## config.mk

```make
export PLATFORM = sky130hd
export DESIGN_NAME = dmac_write_burst_flat
export DESIGN_NICKNAME = d
export VERILOG_FILES = /design/src/rtl/dmac_write_burst_if.sv /design/src/rtl/dmac_write_burst.sv /design/src/flat_wrapper.sv
export SDC_FILE = /design/constraint.sdc
export NUM_CORES = 1
export LEC_CHECK = 0
export ABC_AREA = 0
export BUFFER_PORTS_ARGS = -buffer_cell sky130_fd_sc_hd__buf_2
export CORE_UTILIZATION = 61
export CTS_BUF_LIST = sky130_fd_sc_hd__clkbuf_2
export DETAILED_ROUTE_END_ITERATION = 7
export GPL_TIMING_DRIVEN = 0
export PLACE_DENSITY = 0.89
export SLEW_MARGIN = 20
export SYNTH_ARGS = -nofsm -noshare
export SYNTH_HDL_FRONTEND = slang
export SYNTH_SLANG_ARGS = --single-unit
```

## constraint.sdc

```tcl
create_clock -name clk_i -period 9.75 [get_ports clk_i]
set_clock_uncertainty 0.05 [all_clocks]
set_input_delay 1.95 -clock clk_i [delete_from_list [all_inputs] [get_ports clk_i]]
set_output_delay 1.95 -clock clk_i [all_outputs]
set_load 0.05 [all_outputs]
```

## src/rtl/dmac_write_burst_if.sv

```systemverilog
// rtl/dmac_write_burst_if.sv - AXI4 write-channel bundle (AW, W, B) between the DMA write engine and the interconnect
interface dmac_write_burst_if #(
  parameter int ADDR_WIDTH = 32,
  parameter int DATA_WIDTH = 32,
  parameter int ID_BITS    = 4
);
  logic [ID_BITS-1:0]      m_awid;
  logic [ADDR_WIDTH-1:0]   m_awaddr;
  logic [7:0]              m_awlen;
  logic [2:0]              m_awsize;
  logic [1:0]              m_awburst;
  logic                    m_awvalid;
  logic                    m_awready;
  logic [DATA_WIDTH-1:0]   m_wdata;
  logic [DATA_WIDTH/8-1:0] m_wstrb;
  logic                    m_wlast;
  logic                    m_wvalid;
  logic                    m_wready;
  logic [ID_BITS-1:0]      m_bid;
  logic [1:0]              m_bresp;
  logic                    m_bvalid;
  logic                    m_bready;

  modport master (
    output m_awid, m_awaddr, m_awlen, m_awsize, m_awburst, m_awvalid,
    input  m_awready,
    output m_wdata, m_wstrb, m_wlast, m_wvalid,
    input  m_wready,
    input  m_bid, m_bresp, m_bvalid,
    output m_bready
  );

  modport slave (
    input  m_awid, m_awaddr, m_awlen, m_awsize, m_awburst, m_awvalid,
    output m_awready,
    input  m_wdata, m_wstrb, m_wlast, m_wvalid,
    output m_wready,
    output m_bid, m_bresp, m_bvalid,
    input  m_bready
  );
endinterface

```

## src/rtl/dmac_write_burst.sv

```systemverilog
// rtl/dmac_write_burst.sv - AXI4 INCR write engine splitting a transfer into 4KB-safe bursts; DMAC_WR_ERR_ABORT_EN stops after an erroring burst
module dmac_write_burst #(
  parameter int ADDR_WIDTH = 32,
  parameter int DATA_WIDTH = 32,
  parameter int ID_BITS    = 4,
  parameter int AWID_VAL   = 1,
  parameter int MAX_BURST  = 16,
  parameter int XFER_BITS  = 16
) (
  input  logic                  clk_i,
  input  logic                  rst_i,
  input  logic                  start_i,
  input  logic [ADDR_WIDTH-1:0] dst_addr_i,
  input  logic [XFER_BITS-1:0]  beats_i,
  output logic                  busy_o,
  input  logic [DATA_WIDTH-1:0] fifo_data_i,
  input  logic                  fifo_empty_i,
  output logic                  fifo_pop_o,
  dmac_write_burst_if.master    bus,
  output logic                  done_o,
  output logic                  err_o,
  output logic [1:0]            err_resp_o
);
  localparam int BPB  = DATA_WIDTH / 8;
  localparam int SIZE = $clog2(BPB);
  localparam logic [ADDR_WIDTH-1:0] ALIGN_MASK = ~(ADDR_WIDTH'(BPB - 1));

  typedef enum logic [2:0] {ST_IDLE, ST_AW, ST_W, ST_B, ST_DONE} state_t;

  state_t                state;
  logic [ADDR_WIDTH-1:0] addr;
  logic [XFER_BITS-1:0]  remaining;
  logic [8:0]            burst_n;
  logic [8:0]            beat_cnt;
  logic [ADDR_WIDTH-1:0] awaddr;
  logic [7:0]            awlen;
  logic                  awvalid;
  logic                  bready;
  logic                  done;
  logic                  err;
  logic [1:0]            err_resp;
  logic [ADDR_WIDTH-1:0] start_addr;
  logic [8:0]            next_n;
  logic                  in_w;
  logic                  w_hs;
  logic                  abort_hit;
  logic                  unused_bid;

  // Beats in the next burst: limited by what is left, the burst cap and the
  // room before the next 4KB page (address is always beat aligned, so room >= 1).
  function automatic logic [8:0] burst_len(input logic [11:0] page_off, input logic [XFER_BITS-1:0] rem);
    logic [12:0] room;
    logic [12:0] n;
    room = (13'd4096 - {1'b0, page_off}) >> SIZE;
    n = room;
    if (n > 13'(MAX_BURST)) n = 13'(MAX_BURST);
    if (32'(rem) < 32'(n)) n = 13'(rem);
    return 9'(n);
  endfunction

  assign start_addr = dst_addr_i & ALIGN_MASK;
  assign next_n     = (state == ST_IDLE) ? burst_len(start_addr[11:0], beats_i)
                                         : burst_len(addr[11:0], remaining);

`ifdef DMAC_WR_ERR_ABORT_EN
  assign abort_hit = (bus.m_bresp != 2'b00);
`else
  assign abort_hit = 1'b0;
`endif

  assign in_w = (state == ST_W);
  assign w_hs = bus.m_wvalid && bus.m_wready;

  assign busy_o         = (state != ST_IDLE);
  assign fifo_pop_o     = w_hs;
  assign done_o         = done;
  assign err_o          = err;
  assign err_resp_o     = err_resp;
  assign bus.m_awid     = awvalid ? ID_BITS'(AWID_VAL) : '0;
  assign bus.m_awaddr   = awaddr;
  assign bus.m_awlen    = awlen;
  assign bus.m_awsize   = awvalid ? 3'(SIZE) : 3'd0;
  assign bus.m_awburst  = awvalid ? 2'b01 : 2'b00;
  assign bus.m_awvalid  = awvalid;
  assign bus.m_wvalid   = in_w && !fifo_empty_i;
  assign bus.m_wdata    = in_w ? fifo_data_i : '0;
  assign bus.m_wstrb    = in_w ? '1 : '0;
  assign bus.m_wlast    = in_w && (beat_cnt == (burst_n - 9'd1));
  assign bus.m_bready   = bready;
  assign unused_bid     = ^bus.m_bid;

  // Transfer sequencer: one burst in flight, AW fields registered and held until accepted.
  always_ff @(posedge clk_i) begin
    if (rst_i) begin
      state     <= ST_IDLE;
      addr      <= '0;
      remaining <= '0;
      burst_n   <= '0;
      beat_cnt  <= '0;
      awaddr    <= '0;
      awlen     <= '0;
      awvalid   <= 1'b0;
      bready    <= 1'b0;
      done      <= 1'b0;
      err       <= 1'b0;
      err_resp  <= 2'b00;
    end else begin
      done <= 1'b0;
      case (state)
        ST_IDLE: begin
          if (start_i) begin
            err      <= 1'b0;
            err_resp <= 2'b00;
            if (beats_i != '0) begin
              addr      <= start_addr;
              remaining <= beats_i;
              awaddr    <= start_addr;
              awlen     <= 8'(next_n - 9'd1);
              burst_n   <= next_n;
              awvalid   <= 1'b1;
              state     <= ST_AW;
            end else begin
              done  <= 1'b1;
              state <= ST_DONE;
            end
          end
        end
        ST_AW: begin
          if (bus.m_awready) begin
            awvalid   <= 1'b0;
            addr      <= addr + (ADDR_WIDTH'(burst_n) << SIZE);
            remaining <= remaining - XFER_BITS'(burst_n);
            beat_cnt  <= '0;
            state     <= ST_W;
          end
        end
        ST_W: begin
          if (w_hs) begin
            beat_cnt <= beat_cnt + 9'd1;
            if (bus.m_wlast) begin
              bready <= 1'b1;
              state  <= ST_B;
            end
          end
        end
        ST_B: begin
          if (bus.m_bvalid) begin
            bready <= 1'b0;
            if (bus.m_bresp != 2'b00 && !err) begin
              err      <= 1'b1;
              err_resp <= bus.m_bresp;
            end
            if (remaining == '0 || abort_hit) begin
              done  <= 1'b1;
              state <= ST_DONE;
            end else begin
              awaddr  <= addr;
              awlen   <= 8'(next_n - 9'd1);
              burst_n <= next_n;
              awvalid <= 1'b1;
              state   <= ST_AW;
            end
          end
        end
        ST_DONE: state <= ST_IDLE;
        default: state <= ST_IDLE;
      endcase
    end
  end
endmodule

```

## src/flat_wrapper.sv

```systemverilog
// flat-port wrapper written by rule: the top's interface ports become plain ports
module dmac_write_burst_flat 
#(
  parameter int ADDR_WIDTH = 32,
  parameter int DATA_WIDTH = 32,
  parameter int ID_BITS    = 4,
  parameter int AWID_VAL   = 1,
  parameter int MAX_BURST  = 16,
  parameter int XFER_BITS  = 16
)
  (clk_i, rst_i, start_i, dst_addr_i, beats_i, busy_o, fifo_data_i, fifo_empty_i, fifo_pop_o, done_o, err_o, err_resp_o, bus_m_awid, bus_m_awaddr, bus_m_awlen, bus_m_awsize, bus_m_awburst, bus_m_awvalid, bus_m_awready, bus_m_wdata, bus_m_wstrb, bus_m_wlast, bus_m_wvalid, bus_m_wready, bus_m_bid, bus_m_bresp, bus_m_bvalid, bus_m_bready);
  dmac_write_burst_if #(.ADDR_WIDTH(ADDR_WIDTH), .DATA_WIDTH(DATA_WIDTH), .ID_BITS(ID_BITS)) bus_i ();
  input  logic clk_i;
  input  logic rst_i;
  input  logic start_i;
  input  logic [ADDR_WIDTH-1:0] dst_addr_i;
  input  logic [XFER_BITS-1:0] beats_i;
  output logic busy_o;
  input  logic [DATA_WIDTH-1:0] fifo_data_i;
  input  logic fifo_empty_i;
  output logic fifo_pop_o;
  output logic done_o;
  output logic err_o;
  output logic [1:0] err_resp_o;
  output wire logic [$bits(bus_i.m_awid)-1:0] bus_m_awid;
  output wire logic [$bits(bus_i.m_awaddr)-1:0] bus_m_awaddr;
  output wire logic [$bits(bus_i.m_awlen)-1:0] bus_m_awlen;
  output wire logic [$bits(bus_i.m_awsize)-1:0] bus_m_awsize;
  output wire logic [$bits(bus_i.m_awburst)-1:0] bus_m_awburst;
  output wire logic [$bits(bus_i.m_awvalid)-1:0] bus_m_awvalid;
  input wire logic [$bits(bus_i.m_awready)-1:0] bus_m_awready;
  output wire logic [$bits(bus_i.m_wdata)-1:0] bus_m_wdata;
  output wire logic [$bits(bus_i.m_wstrb)-1:0] bus_m_wstrb;
  output wire logic [$bits(bus_i.m_wlast)-1:0] bus_m_wlast;
  output wire logic [$bits(bus_i.m_wvalid)-1:0] bus_m_wvalid;
  input wire logic [$bits(bus_i.m_wready)-1:0] bus_m_wready;
  input wire logic [$bits(bus_i.m_bid)-1:0] bus_m_bid;
  input wire logic [$bits(bus_i.m_bresp)-1:0] bus_m_bresp;
  input wire logic [$bits(bus_i.m_bvalid)-1:0] bus_m_bvalid;
  output wire logic [$bits(bus_i.m_bready)-1:0] bus_m_bready;
  assign bus_m_awid = bus_i.m_awid;
  assign bus_m_awaddr = bus_i.m_awaddr;
  assign bus_m_awlen = bus_i.m_awlen;
  assign bus_m_awsize = bus_i.m_awsize;
  assign bus_m_awburst = bus_i.m_awburst;
  assign bus_m_awvalid = bus_i.m_awvalid;
  assign bus_i.m_awready = bus_m_awready;
  assign bus_m_wdata = bus_i.m_wdata;
  assign bus_m_wstrb = bus_i.m_wstrb;
  assign bus_m_wlast = bus_i.m_wlast;
  assign bus_m_wvalid = bus_i.m_wvalid;
  assign bus_i.m_wready = bus_m_wready;
  assign bus_i.m_bid = bus_m_bid;
  assign bus_i.m_bresp = bus_m_bresp;
  assign bus_i.m_bvalid = bus_m_bvalid;
  assign bus_m_bready = bus_i.m_bready;
  dmac_write_burst #(.ADDR_WIDTH(ADDR_WIDTH), .DATA_WIDTH(DATA_WIDTH), .ID_BITS(ID_BITS), .AWID_VAL(AWID_VAL), .MAX_BURST(MAX_BURST), .XFER_BITS(XFER_BITS)) u_core (.clk_i(clk_i), .rst_i(rst_i), .start_i(start_i), .dst_addr_i(dst_addr_i), .beats_i(beats_i), .busy_o(busy_o), .fifo_data_i(fifo_data_i), .fifo_empty_i(fifo_empty_i), .fifo_pop_o(fifo_pop_o), .bus(bus_i), .done_o(done_o), .err_o(err_o), .err_resp_o(err_resp_o));
endmodule
```

==> results.py <==
metrics = {
    "sta": {
        "setup_viol": 0,
        "tns_ns": 0,
        "finalMaxSlewViolations": 0,
        "holdWs_ns": 0.463,
        "slew_headroom_pct": 24.0,
        "rsz0062_at_grt": "no",
        "timing.final.crit_share_pct": 59.7,
        "worst_slew_pin_slew_ns": 1.13,
        "max_freq_ghz": 0.172,
        "fin_ws_ns": 3.93,
        "hold_viol_final": 0,
        "post-route-min-period_ns": 5.83,
    },
    "setup_path": {
        "cp_slowest_stage_delay_ns": 0.63,
        "worst-setup-path-type": "reg -> reg",
        "rr_worst_depth": 20,
        "timing.rr.end": "u_core.bus.m_awlen[4]$_SDFFE_PP0P_",
        "cp-start-kind": "register",
        "cp-end-kind": "register",
        "crit_chain": "inv_1, ha_1, or4b_1, a2111o_1, a222oi_1, and2_2, nand2_1, ha_1, a21oi_1, a21oi_1, nor4b_1, nand4_2, nand2_4, mux2_2, o21a_1, ha_1, inv_1, a2111oi_4, and3_2, a311o_1",
        "r2r_slack_ns": 3.93,
        "worstPathArrival_ns": 6.37,
        "crit_end": "u_core.bus.m_awlen[4]$_SDFFE_PP0P_",
        "critPathMostFrequentCell": "ha_1",
        "r2r_start": "u_core.addr[3]$_SDFFE_PP0P_",
        "startpoint": "u_core.addr[3]$_SDFFE_PP0P_",
        "path_depth": 20,
        "crit_buf_inv": 2,
        "cp_top_family": "simple AND/OR/NAND/NOR gates",
        "crit_required_ns": 10.29,
        "path_max_fanout": 10,
        "slowest_stage": "a222oi_1",
    },
    "logic_synthesis": {
        "yosysMostFrequentCell": "nand2_1",
        "syn-instance-count": 1062,
        "yosysTopAreaCell": "dfxtp_1",
        "seq_area_frac_synth_pct": 27.9,
        "synth_top_area_share_pct": 27.9,
        "synth_enable_flop_cells": 0,
        "ys_seq_elements": 112,
        "syn_area_per_cell_um2": 7.56,
        "ys_warn_count": 0,
        "ys_types": 81,
        "yosys-top-cells-count": "nand2_1 (121), nor2_1 (115), dfxtp_1 (112), inv_1 (57), clkbuf_1 (56)",
        "syn_area_um2": 8030,
        "async_flop_share_pct": 0,
        "ys_top_cells_by_area": "dfxtp_1 (28%), ha_1 (6.9%), nand2_1 (5.7%)",
        "synth_ff_type": "dfxtp_1",
    },
    "grt": {
        "grt_max_degree": 18,
        "antenna_found_initial": 0,
        "track_usage_pct": 41.8,
        "grt_overflow": 0,
        "grt_pass1_vias": 8297,
        "grt_pass1_wl_mm": 43.1,
    },
    "power": {
        "p_total_w": 0.00234,
        "irDropWorstVdd_mv": 0.128,
        "p_sw_w": 0.00126,
        "pwr-share-comb_pct": 60.1,
        "clkPwrFrac_pct": 9.6,
        "power.share.switching_pct": 53.6,
        "power.density_nw_per_um2": 252,
        "power.leakage_nw": 4.07,
        "p_int_w": 0.00109,
        "seqPwrFrac_pct": 30.2,
    },
    "place": {
        "gp_congestion": 0.975,
        "io_buffers": 175,
        "hpwl_mm": 21.2,
        "dp_cells": 1425,
        "preCtsSetupSlack_ns": 3.52,
    },
    "routing": {
        "antenna_left": 0,
        "via_per_inst": 6.48,
        "vias": 9341,
        "drc": 0,
        "wl_mm": 28.3,
        "dr_wl_met2_mm": 12.3,
        "wl_per_cell_um": 19.6,
        "wl_met1_mm": 10.8,
        "first_pass_iters": 6,
        "top_layer": "met4",
        "route.met3.wl_mm": 3.76,
        "drt_iter0_drc": 1062,
    },
    "job": {
        "drv_cap": 0,
    },
    "cts": {
        "clockRootBuffer": "clkbuf_2",
        "path_clk_slew_ns": 0.32,
        "cts_tree": "done",
        "clkSinkCount": 112,
        "cts_hold_buf": 0,
        "clock_path_buffers": 2,
        "htreeDepth": 3,
        "post-cts-setup-buffers": 0,
        "cts-buffers-inserted": 9,
        "cts-resized-gates": 0,
        "clk-insertion-delay-late_ns": 0.66,
    },
    "floorplanning": {
        "coreArea_um2": 12700,
        "rows": 41,
        "die_w_um": 117,
        "num_io_pins": 188,
        "fp.dieH_um": 117,
        "die-area_um2": 13600,
        "start_util_pct": 63.1,
    },
    "min_path": {
        "holdCritPathClass": "reg -> reg",
    },
    "layout": {
        "n_fill_cell": 1094,
        "stdcell_count": 1442,
        "multi_input_area_um2": 5240,
        "drive_above_1_share_pct": 18.5,
        "area_growth_pct": 15.7,
        "nNetsFinal": 1403,
        "regArea_um2": 2240,
    },
    "outcome": {
        "status": "finished, final reports clean",
    },
}
power by group through the flow:
stage	logic, W	clock network, W	registers, W
finish	0.00141	0.000226	0.000709
global route	0.00151	0.000234	0.000720
CTS	0.00137	0.000219	0.000698
detailed placement	0.00137	0	0.000708
global placement	0.00134	0	0.000706
floorplan	0.000894	0	0.000806
cell usage in the layout (no fill, tap or decap), types with 8 or more instances in the layout:
master	n
a211oi_1	50
a21o_1	8
a21oi_1	43
a311oi_1	35
a31oi_1	17
and2_1	38
and3_1	17
buf_2	176
buf_4	15
clkbuf_1	56
clkbuf_2	10
conb_1	18
dfxtp_1	112
ha_1	44
inv_1	57
nand2_1	121
nand3_1	20
nand4_1	14
nor2_1	115
nor2b_1	10
nor3_1	32
nor4_1	13
o21ai_0	52
o22ai_1	14
or3_1	9
or4_1	13
xnor2_1	16
xor2_1	14
cell families after synthesis:
family | count (synthesis) | share of synthesized area [%]
DFF | 112 | 27.9
adders and majority gates | 46 | 7.36
buffers and inverters | 137 | 7.57
and+or+nand+nor | 432 | 26.4
other | 2 | 0.0935
AOI/OAI and AO/OA | 292 | 26.0
xor gates and xnor gates | 30 | 3.27
muxes | 11 | 1.43
flip-flops by register name (all words and copies together), names as in the netlist, 2 cells and up:
signal and cells:
u_core.addr 30, u_core.beat_cnt 9, u_core.burst_n 9, u_core.bus.m_awaddr 31, u_core.bus.m_awlen 8, u_core.err_resp_o 2
u_core.remaining 16, u_core.state 3
area by class of cell:
cell class,instances,share of cell area [%]
antenna,1,0.0269
buffer,80,4.24
clock buffer,10,0.539
clock inverter,6,0.646
inverter,57,2.30
multi-input combinational,829,56.4
sequential,112,24.1
tap,172,2.32
timing repair buffer,175,9.43
stage by stage:
stage               area (um^2)  util (%)
floorplan                  8090         -
global placement           9180      72.2
detailed placement         9180      72.2
CTS                        9290      73.0
global route               9290      73.0
finish                     9290      73.0
worst min path at each step:
stage / startpoint / end / slack [ns] / cells past startpoint
6_report: u_core.bus.m_awaddr[6]$_SDFFE_PP0P_ / u_core.bus.m_awaddr[6]$_SDFFE_PP0P_ / 0.46 / 2
5_1_grt: u_core.bus.m_awaddr[1]$_SDFFE_PP0P_ / u_core.bus.m_awaddr[1]$_SDFFE_PP0P_ / 0.48 / 1
4_1_cts: u_core.addr[23]$_SDFFE_PP0P_ / u_core.bus.m_awaddr[23]$_SDFFE_PP0P_ / 0.46 / 2
3_5_place_dp: u_core.addr[23]$_SDFFE_PP0P_ / u_core.bus.m_awaddr[23]$_SDFFE_PP0P_ / 0.43 / 2
3_3_place_gp: u_core.remaining[14]$_SDFFE_PP0P_ / u_core.remaining[14]$_SDFFE_PP0P_ / 0.43 / 1
2_1_floorplan: u_core.addr[23]$_SDFFE_PP0P_ / u_core.bus.m_awaddr[23]$_SDFFE_PP0P_ / 0.41 / 2
routing by layer:
metal	track usage (%)	up-vias
met3	10.5	109
met2	64.8	683
met1	53.2	4271
met4	23.0	0
li1	-	4278
met5	0	-
worst reg2reg max path, cell delays in order (launching register included):
cell and delay, ns:
dfxtp_1 0.43, inv_1 0.18, ha_1 0.24, or4b_1 0.49, a2111o_1 0.37, a222oi_1 0.63
and2_2 0.30, nand2_1 0.09, ha_1 0.32, a21oi_1 0.22, a21oi_1 0.10, nor4b_1 0.43
nand4_2 0.24, nand2_4 0.23, mux2_2 0.39, o21a_1 0.20, ha_1 0.19, inv_1 0.14
a2111oi_4 0.07, and3_2 0.19, a311o_1 0.26
No activity file was read; power rests on OpenSTA's default activity.
